`src/rtl/calc_sequencer_if.sv`:
```
// rtl/calc_sequencer_if.sv - key strobe, ALU and display bundle for calc_sequencer
interface calc_sequencer_if;
    logic       digit_stb;
    logic [3:0] digit;
    logic       add_stb;
    logic       sub_stb;
    logic       eq_stb;
    logic       cancel;
    logic [3:0] alu_num1;
    logic [3:0] alu_num2;
    logic       alu_op;
    logic [4:0] alu_result;
    logic [4:0] disp_mag;
    logic       disp_neg;
    logic       done;
    logic       busy;
    logic [2:0] state;

    modport master (
        output digit_stb, digit, add_stb, sub_stb, eq_stb, cancel, alu_result,
        input  alu_num1, alu_num2, alu_op, disp_mag, disp_neg, done, busy, state
    );

    modport slave (
        input  digit_stb, digit, add_stb, sub_stb, eq_stb, cancel, alu_result,
        output alu_num1, alu_num2, alu_op, disp_mag, disp_neg, done, busy, state
    );
endinterface

```
`src/rtl/calc_sequencer.sv`:
```
// rtl/calc_sequencer.sv - calculator key sequencer driving a registered ALU
// Optional CALC_SEQ_CHAIN_EN: add/sub in SHOW chains from the displayed result.
module calc_sequencer (
    input logic             clk,
    input logic             clear,
    calc_sequencer_if.slave bus
);
    typedef enum logic [2:0] {
        S_OP1   = 3'd0,
        S_OPSEL = 3'd1,
        S_OP2   = 3'd2,
        S_READY = 3'd3,
        S_EXEC  = 3'd4,
        S_CAPT  = 3'd5,
        S_SHOW  = 3'd6
    } state_t;

    state_t     r_state, w_state;
    logic [3:0] r_num1, w_num1;
    logic [3:0] r_num2, w_num2;
    logic       r_op, w_op;
    logic [4:0] r_mag, w_mag;
    logic       r_neg, w_neg;
    logic       r_done, w_done;

    // Only the highest-priority strobe survives decoding.
    logic w_eq, w_sub, w_add, w_dig, w_opkey;
    assign w_eq    = bus.eq_stb;
    assign w_sub   = bus.sub_stb & ~bus.eq_stb;
    assign w_add   = bus.add_stb & ~bus.sub_stb & ~bus.eq_stb;
    assign w_dig   = bus.digit_stb & ~bus.add_stb & ~bus.sub_stb & ~bus.eq_stb;
    assign w_opkey = w_add | w_sub;

    logic [4:0] w_neg_mag;
    assign w_neg_mag = ~bus.alu_result + 5'd1;

    always_ff @(posedge clk or posedge clear) begin
        if (clear) begin
            r_state <= S_OP1;
            r_num1  <= 4'd0;
            r_num2  <= 4'd0;
            r_op    <= 1'b0;
            r_mag   <= 5'd0;
            r_neg   <= 1'b0;
            r_done  <= 1'b0;
        end else begin
            r_state <= w_state;
            r_num1  <= w_num1;
            r_num2  <= w_num2;
            r_op    <= w_op;
            r_mag   <= w_mag;
            r_neg   <= w_neg;
            r_done  <= w_done;
        end
    end

    always_comb begin
        w_state = r_state;
        w_num1  = r_num1;
        w_num2  = r_num2;
        w_op    = r_op;
        w_mag   = r_mag;
        w_neg   = r_neg;
        w_done  = 1'b0;
        case (r_state)
            S_OP1: begin
                if (w_dig) begin
                    w_num1  = bus.digit;
                    w_state = S_OPSEL;
                end
            end
            S_OPSEL: begin
                if (w_opkey) begin
                    w_op    = w_sub;
                    w_state = S_OP2;
                end else if (w_dig) begin
                    w_num1 = bus.digit;
                end
            end
            S_OP2: begin
                if (w_opkey) begin
                    w_op = w_sub;
                end else if (w_dig) begin
                    w_num2  = bus.digit;
                    w_state = S_READY;
                end
            end
            S_READY: begin
                if (w_eq) begin
                    w_state = S_EXEC;
                end else if (w_opkey) begin
                    w_op = w_sub;
                end else if (w_dig) begin
                    w_num2 = bus.digit;
                end
            end
            S_EXEC: w_state = S_CAPT;
            S_CAPT: begin
                // A borrow means the ALU holds a two's-complement negative.
                if (r_op && (r_num1 < r_num2)) begin
                    w_mag = w_neg_mag;
                    w_neg = 1'b1;
                end else begin
                    w_mag = bus.alu_result;
                    w_neg = 1'b0;
                end
                w_done  = 1'b1;
                w_state = S_SHOW;
            end
            S_SHOW: begin
                if (w_dig) begin
                    w_num1  = bus.digit;
                    w_state = S_OPSEL;
                end
`ifdef CALC_SEQ_CHAIN_EN
                else if (w_opkey && !r_neg && (r_mag <= 5'd15)) begin
                    w_num1  = r_mag[3:0];
                    w_op    = w_sub;
                    w_state = S_OP2;
                end
`endif
            end
            default: w_state = S_OP1;
        endcase
        if (bus.cancel) begin
            w_state = S_OP1;
            w_num1  = 4'd0;
            w_num2  = 4'd0;
            w_op    = 1'b0;
            w_mag   = 5'd0;
            w_neg   = 1'b0;
            w_done  = 1'b0;
        end
    end

    assign bus.alu_num1 = r_num1;
    assign bus.alu_num2 = r_num2;
    assign bus.alu_op   = r_op;
    assign bus.disp_mag = r_mag;
    assign bus.disp_neg = r_neg;
    assign bus.done     = r_done;
    assign bus.busy     = (r_state == S_EXEC) || (r_state == S_CAPT);
    assign bus.state    = r_state;
endmodule

```
`src/flat_wrapper.sv`:
```
// flat-port wrapper written by rule: the top's interface ports become plain ports
module calc_sequencer_flat 
  (clk, clear, bus_digit_stb, bus_digit, bus_add_stb, bus_sub_stb, bus_eq_stb, bus_cancel, bus_alu_result, bus_alu_num1, bus_alu_num2, bus_alu_op, bus_disp_mag, bus_disp_neg, bus_done, bus_busy, bus_state);
  calc_sequencer_if bus_i ();
  input logic clk;
  input logic clear;
  input wire logic [$bits(bus_i.digit_stb)-1:0] bus_digit_stb;
  input wire logic [$bits(bus_i.digit)-1:0] bus_digit;
  input wire logic [$bits(bus_i.add_stb)-1:0] bus_add_stb;
  input wire logic [$bits(bus_i.sub_stb)-1:0] bus_sub_stb;
  input wire logic [$bits(bus_i.eq_stb)-1:0] bus_eq_stb;
  input wire logic [$bits(bus_i.cancel)-1:0] bus_cancel;
  input wire logic [$bits(bus_i.alu_result)-1:0] bus_alu_result;
  output wire logic [$bits(bus_i.alu_num1)-1:0] bus_alu_num1;
  output wire logic [$bits(bus_i.alu_num2)-1:0] bus_alu_num2;
  output wire logic [$bits(bus_i.alu_op)-1:0] bus_alu_op;
  output wire logic [$bits(bus_i.disp_mag)-1:0] bus_disp_mag;
  output wire logic [$bits(bus_i.disp_neg)-1:0] bus_disp_neg;
  output wire logic [$bits(bus_i.done)-1:0] bus_done;
  output wire logic [$bits(bus_i.busy)-1:0] bus_busy;
  output wire logic [$bits(bus_i.state)-1:0] bus_state;
  assign bus_i.digit_stb = bus_digit_stb;
  assign bus_i.digit = bus_digit;
  assign bus_i.add_stb = bus_add_stb;
  assign bus_i.sub_stb = bus_sub_stb;
  assign bus_i.eq_stb = bus_eq_stb;
  assign bus_i.cancel = bus_cancel;
  assign bus_i.alu_result = bus_alu_result;
  assign bus_alu_num1 = bus_i.alu_num1;
  assign bus_alu_num2 = bus_i.alu_num2;
  assign bus_alu_op = bus_i.alu_op;
  assign bus_disp_mag = bus_i.disp_mag;
  assign bus_disp_neg = bus_i.disp_neg;
  assign bus_done = bus_i.done;
  assign bus_busy = bus_i.busy;
  assign bus_state = bus_i.state;
  calc_sequencer u_core (.clk(clk), .clear(clear), .bus(bus_i));
endmodule
```
`config.mk`:
```
export PLATFORM = sky130hd
export DESIGN_NAME = calc_sequencer_flat
export DESIGN_NICKNAME = d
export VERILOG_FILES = /design/src/rtl/calc_sequencer_if.sv /design/src/rtl/calc_sequencer.sv /design/src/flat_wrapper.sv
export SDC_FILE = /design/constraint.sdc
export NUM_CORES = 1
export LEC_CHECK = 0
export ABC_CLOCK_PERIOD_IN_PS = 3800
export CELL_PAD_IN_SITES_DETAIL_PLACEMENT = 1
export CELL_PAD_IN_SITES_GLOBAL_PLACEMENT = 1
export CORE_ASPECT_RATIO = 1.1
export CORE_MARGIN = 1
export CORE_UTILIZATION = 48
export DETAILED_ROUTE_END_ITERATION = 16
export DONT_BUFFER_PORTS = 1
export PLACE_DENSITY = 0.79
export SLEW_MARGIN = 5
export SYNTH_ARGS = -nofsm -noshare
export SYNTH_HDL_FRONTEND = slang
export SYNTH_SLANG_ARGS = --single-unit
```
`constraint.sdc`:
```
create_clock -name clk -period 3.8 [get_ports clk]
set_input_delay 0.76 -clock clk [delete_from_list [all_inputs] [get_ports clk]]
set_output_delay 0.76 -clock clk [all_outputs]
set_load 0.01 [all_outputs]
```
# Word-level counts from Yosys, hierarchy flattened
# Index checks and enable logic that the tools add are counted.
dict set report word_totals {
  regBits 19
  latch_bits 0
  ram_bits 0
  mem_bits_ro 0
  input_bits 16
  out_inout_bits 20
  word_cells 74
  mem_count 0
}
dict set report classes {
  add_sub_neg 1
  n_mul 0
  div_mod_pow 0
  magnitude_cmp 1
  n_eq_ne 13
  shifts 0
  n_mux 28
  n_bitwise 11
  n_reduce_logical 13
}
# cell count
set ops {}
lappend ops {{4-bit two-way mux} 7}
lappend ops {{3-bit two-way mux} 6}
lappend ops {{3-bit case mux with 6 select lines} 1}
lappend ops {{4-bit case mux with 2 select lines} 2}
lappend ops {{5-bit two-way mux} 3}
lappend ops {{3-bit inequality test, second input constant} 4}
lappend ops {{3-bit equality test, second input constant} 3}
lappend ops {{3-bit nonzero test} 3}
lappend ops {{1-bit two-way mux} 8}
lappend ops {{1-bit bitwise AND} 6}
lappend ops {{3-bit by 2-bit equality test with 1-bit output, second input constant} 2}
lappend ops {{3-bit by 2-bit inequality test with 1-bit output, second input constant} 2}
lappend ops {{2-bit AND reduction} 3}
lappend ops {{5-bit by 1-bit adder with 5-bit output, second input constant} 1}
lappend ops {{5-bit NOT} 1}
lappend ops {{5-bit AND reduction} 1}
lappend ops {{4-bit < comparator} 1}
lappend ops {{2-bit OR reduction} 2}
lappend ops {{3-bit by 1-bit equality test with 1-bit output, second input constant} 1}
lappend ops {{3-bit logical NOT} 1}
lappend ops {{3-bit by 1-bit inequality test with 1-bit output, second input constant} 1}
lappend ops {{1-bit NOT} 3}
lappend ops {{1-bit case mux with 2 select lines} 1}
lappend ops {{2-bit nonzero test} 1}
lappend ops {{3 further kinds} 3}

# Logic depth before layout (Yosys ltp)
dict set report depth {
  word_depth 9
  mapped_depth 7
  ltp_nobuf 7
}

# Worst setup path before layout
# No wires, ideal clock.
dict set report synth_path {
  path_kind {input to register}
  startpoint {in bus_cancel}
  endpoint {reg u_core.r_state[1], in the netlist u_core.bus.state[1]}
  setup_time_ns 0.135
  arrival_ns 1.736
  required_ns 3.665
  setup_slack_ns 1.928
  path_stages 5
  path_cell_list {clkbuf_1 -> or4_1 -> o41ai_1 -> nand2b_1 -> o311ai_1}
}
dict set report synth_via {
  elab_chain_cells 2
  elab_cells_between_ends 7
  classes_between {eq/ne: 5; mux: 1; reduce/logical: 1}
}
# item line_no
set synth_rtl {}
lappend synth_rtl {{from (decl)} flat_wrapper.sv:12} ;# input wire logic [$bits(bus_i.cancel)-1:0] bus_cancel;
lappend synth_rtl {{3-bit by 2-bit inequality test with 1-bit output (no line) (tied with other cells)} n/a}
lappend synth_rtl {{5-bit AND reduction (no line)} n/a}
lappend synth_rtl {{to (signal assigned)} calc_sequencer.sv:47} ;# r_state <= w_state;
lappend synth_rtl {{to (decl)} calc_sequencer.sv:18} ;# state_t r_state, w_state;
# Parallel ways exist; a longest one is shown, timed or not.
# A chain may end at the register's enable or synchronous reset.

# Worst setup path after layout
dict set report layout_path {
  startpoint {reg u_core.r_state[2], in the netlist u_core.bus.state[2]}
  endpoint {out bus_busy}
}
dict set report layout_via {
  elab_chain_cells 2
  elab_cells_between_ends 3
  classes_between {eq/ne: 2; reduce/logical: 1}
}
# item line_no
set layout_rtl {}
lappend layout_rtl {{3-bit equality test} calc_sequencer.sv:142} ;# assign bus.busy = (r_state == S_EXEC) || (r_state == S_CAPT);
lappend layout_rtl {{1-bit logical OR *} calc_sequencer.sv:142}
lappend layout_rtl {{to (decl)} flat_wrapper.sv:20} ;# output wire logic [$bits(bus_i.busy)-1:0] bus_busy;
# Mark *: on every way between the ends. The rest lies on a longest branch, timed or not.

==> results.toml <==
[sta]
slew_violations = 0
post-route-period-util_pct = 50.6
min_period_ns = 1.92
hold_violations = 0
finClkSkew_ns = 0.00601
rsz0062_at_grt = "false"
setup-tns-final_ns = 0
max_slew.worst_pin.slew_ns = 0.741
fmax_mhz = 520
setup_violations = 0
whs_ns = 0.441
max-slew-margin-rel_pct = 50.6

[route]
ant_nets = 0
finalWirelength_microns = 2330
drt_iter0_drc = 2
drc = 0
vias = 809
wire_per_inst_microns = 16.4
firstDrtPassIters = 4
viasPerCell = 5.70

[floorplanning]
die_w_microns = 47.0
die_h_microns = 51.5
io_pins = 36
start_util_pct = 51.9
dieArea_sq_um = 2420
rows = 17
core-area_sq_um = 2060

[synth]
yosysSeqAreaShare_pct = 44.4
synth_area_leaders = "dfrtp_1, o21ai_0, nand2_1"
synth_cell_type_count = 27
synthDominantCellAreaShare_pct = 44.4
avgSynthCellArea_sq_um = 9.23
synth_ff_type = "dfrtp_1"
ys_ff_latch = 19
yosysMostFrequentCell = "dfrtp_1"
ys.warnings.count = 0
synth_commonest_cells = "dfrtp_1, nand2_1, o21ai_0"
yosysTopAreaCell = "dfrtp_1"
synth_fp_nets = 136
syn_inst = 116
synth-edff-count = 0
synth_area_sq_um = 1070
async_flop_share_pct = 100

[grt]
grt_pass1_vias = 868
grt-ovfl-total = 0
grt_pass1_wl_microns = 3730
grt_usage_pct = 22.8
grt_antenna_before_repair = 0
grt_max_degree = 20

[layout]
drive_above_1_share_pct = 7.89
diodes = 0
multi_input_area_sq_um = 539
fillers = 254
seqCellArea_sq_um = 475
nets = 135
area_growth_pct = 3.39
final_cells = 142

[clock_tree]
htreeDepth = 1
clk_path_buf_depth = 2
clk_pin_slew_ns = 0.12
post_cts_buffers = 0
cts_tree = "built"
postCtsHoldBufs = 0
clk-insertion-delay-late_ns = 0.31
cts_buffers = 3
cts-root-buf = "clkbuf_4"
cts_resized = 0
cts_sinks = 19

[pwr]
p_comb_share_pct = 20.3
fin_total_pwr_mw = 0.474
seq_power_share_pct = 56.8
p_int_mw = 0.305
p_switching_mw = 0.169
ir_drop_mv = 0.275
powerDensity_nw_per_um2 = 428
p_sw_share_pct = 35.6
p_leak_nw = 0.501
clockPowerShare_pct = 22.9

[worst_setup_path]
startpoint_type = "flip-flop"
critPathMaxFanout = 10
crit_path_max_incr_delay_ns = 0.57
critPathArrivalTime_ns = 1.16
cp-end-kind = "primary output"
r2r-start = "u_core.bus.alu_num2[2]"
cpMaxStageDelayCell = "dfrtp_1"
crit_required_ns = 3.04
worst-setup-path-type = "flip-flop to primary output"
path_buf_inv = 0
cp-startpoint = "u_core.bus.state[2]"
worstPathCellList = "nor2b_4"
cp_top_family = "flip-flops"

[placement]
hpwl_microns = 1790
gp_congestion = 0.734
dp_cells = 138
io_buffers = 0

[flow_run]
max-cap-violations = 0

[run_status]
outcome = "complete, no violations"

[worst_hold_path]
hold_class = "input port to asynchronous set/reset pin"
final cells by class:
cell class	instances	share of cell area [%]
multi-input cells	83	48.7
flip-flops and latches	19	42.9
well taps	28	3.16
inverters	8	2.71
clock buffers	3	2.03
clock inverters	1	0.452
flip-flops by register name (all words and copies together), names as in the netlist:
signal	count
u_core.bus.done	1
u_core.bus.disp_neg	1
u_core.bus.state	3
u_core.bus.disp_mag	5
u_core.bus.alu_num1	4
u_core.bus.alu_op	1
u_core.bus.alu_num2	4
power by group through the flow:
stage / Sequential, mW / Combinational (mW) / Clock [mW]
6_report: 0.269 / 0.0964 / 0.109
5_1_grt: 0.274 / 0.109 / 0.116
4_1_cts: 0.270 / 0.0977 / 0.114
3_5_place_dp: 0.274 / 0.0967 / 0
3_3_place_gp: 0.272 / 0.0912 / 0
2_1_floorplan: 0.245 / 0.110 / 0
cells by family (layout without fill, tap and decap cells):
family                     Yosys count  count (layout)  share of synthesized area, %
AOI/OAI and AO/OA                   26              26                          15.7
xor gates and xnor gates             3               3                          2.45
adders and majority gates            4               4                          4.67
buffers and inverters               14              12                          5.26
DFF                                 19              19                          44.4
muxes                                5               5                          4.67
and+or+nand+nor                     45              45                          22.9
through the flow:
stage	setup slack, ns	util, %	cell area (sq um)
2_1_floorplan	1.93	-	1070
3_3_place_gp	1.95	52.3	1080
3_5_place_dp	1.89	52.3	1080
4_1_cts	1.85	53.7	1110
5_1_grt	1.75	53.7	1110
6_report	1.88	53.7	1110
final timing paths:
| path | end | slack [ns] | depth (start not counted) |
|---|---|---|---|
| setup / recovery | bus_busy | 1.88 | 1 |
| hold / removal | u_core.bus.done | 0.44 | 1 |
| setup reg to reg | u_core.bus.disp_mag[3] | 1.89 | 7 |
| hold reg to reg | u_core.bus.disp_mag[0] | 0.57 | 2 |
| max in group asynchronous | u_core.bus.alu_num2[2] | 2.89 | 1 |
| min in group clk | u_core.bus.alu_num2[3] | 0.49 | 1 |
per-layer routing:
layer | vias up | global-route usage (%) | part of all wire [%] | routed length, microns
li1 | 385 | - | - | -
met1 | 393 | 24.2 | 39 | 906
met2 | 27 | 39.1 | 53 | 1240
met3 | 4 | 6.25 | 6.3 | 146
met4 | 0 | 12.9 | 1.9 | 45
met5 | - | 0 | 0 | 0
placed cells by master, fill, tap and decap left out, types with 2 or more instances in the layout:
master	netlist	final
dfrtp_1	19	19
nand2_1	16	16
o21ai_0	15	15
nor2_1	11	11
nand2b_1	8	8
inv_1	8	8
a21oi_1	5	5
mux2i_1	5	5
ha_1	4	4
xor2_1	3	3
clkbuf_4	0	3
or2_2	2	2
Note: power is estimated with default switching activity, not from simulation.
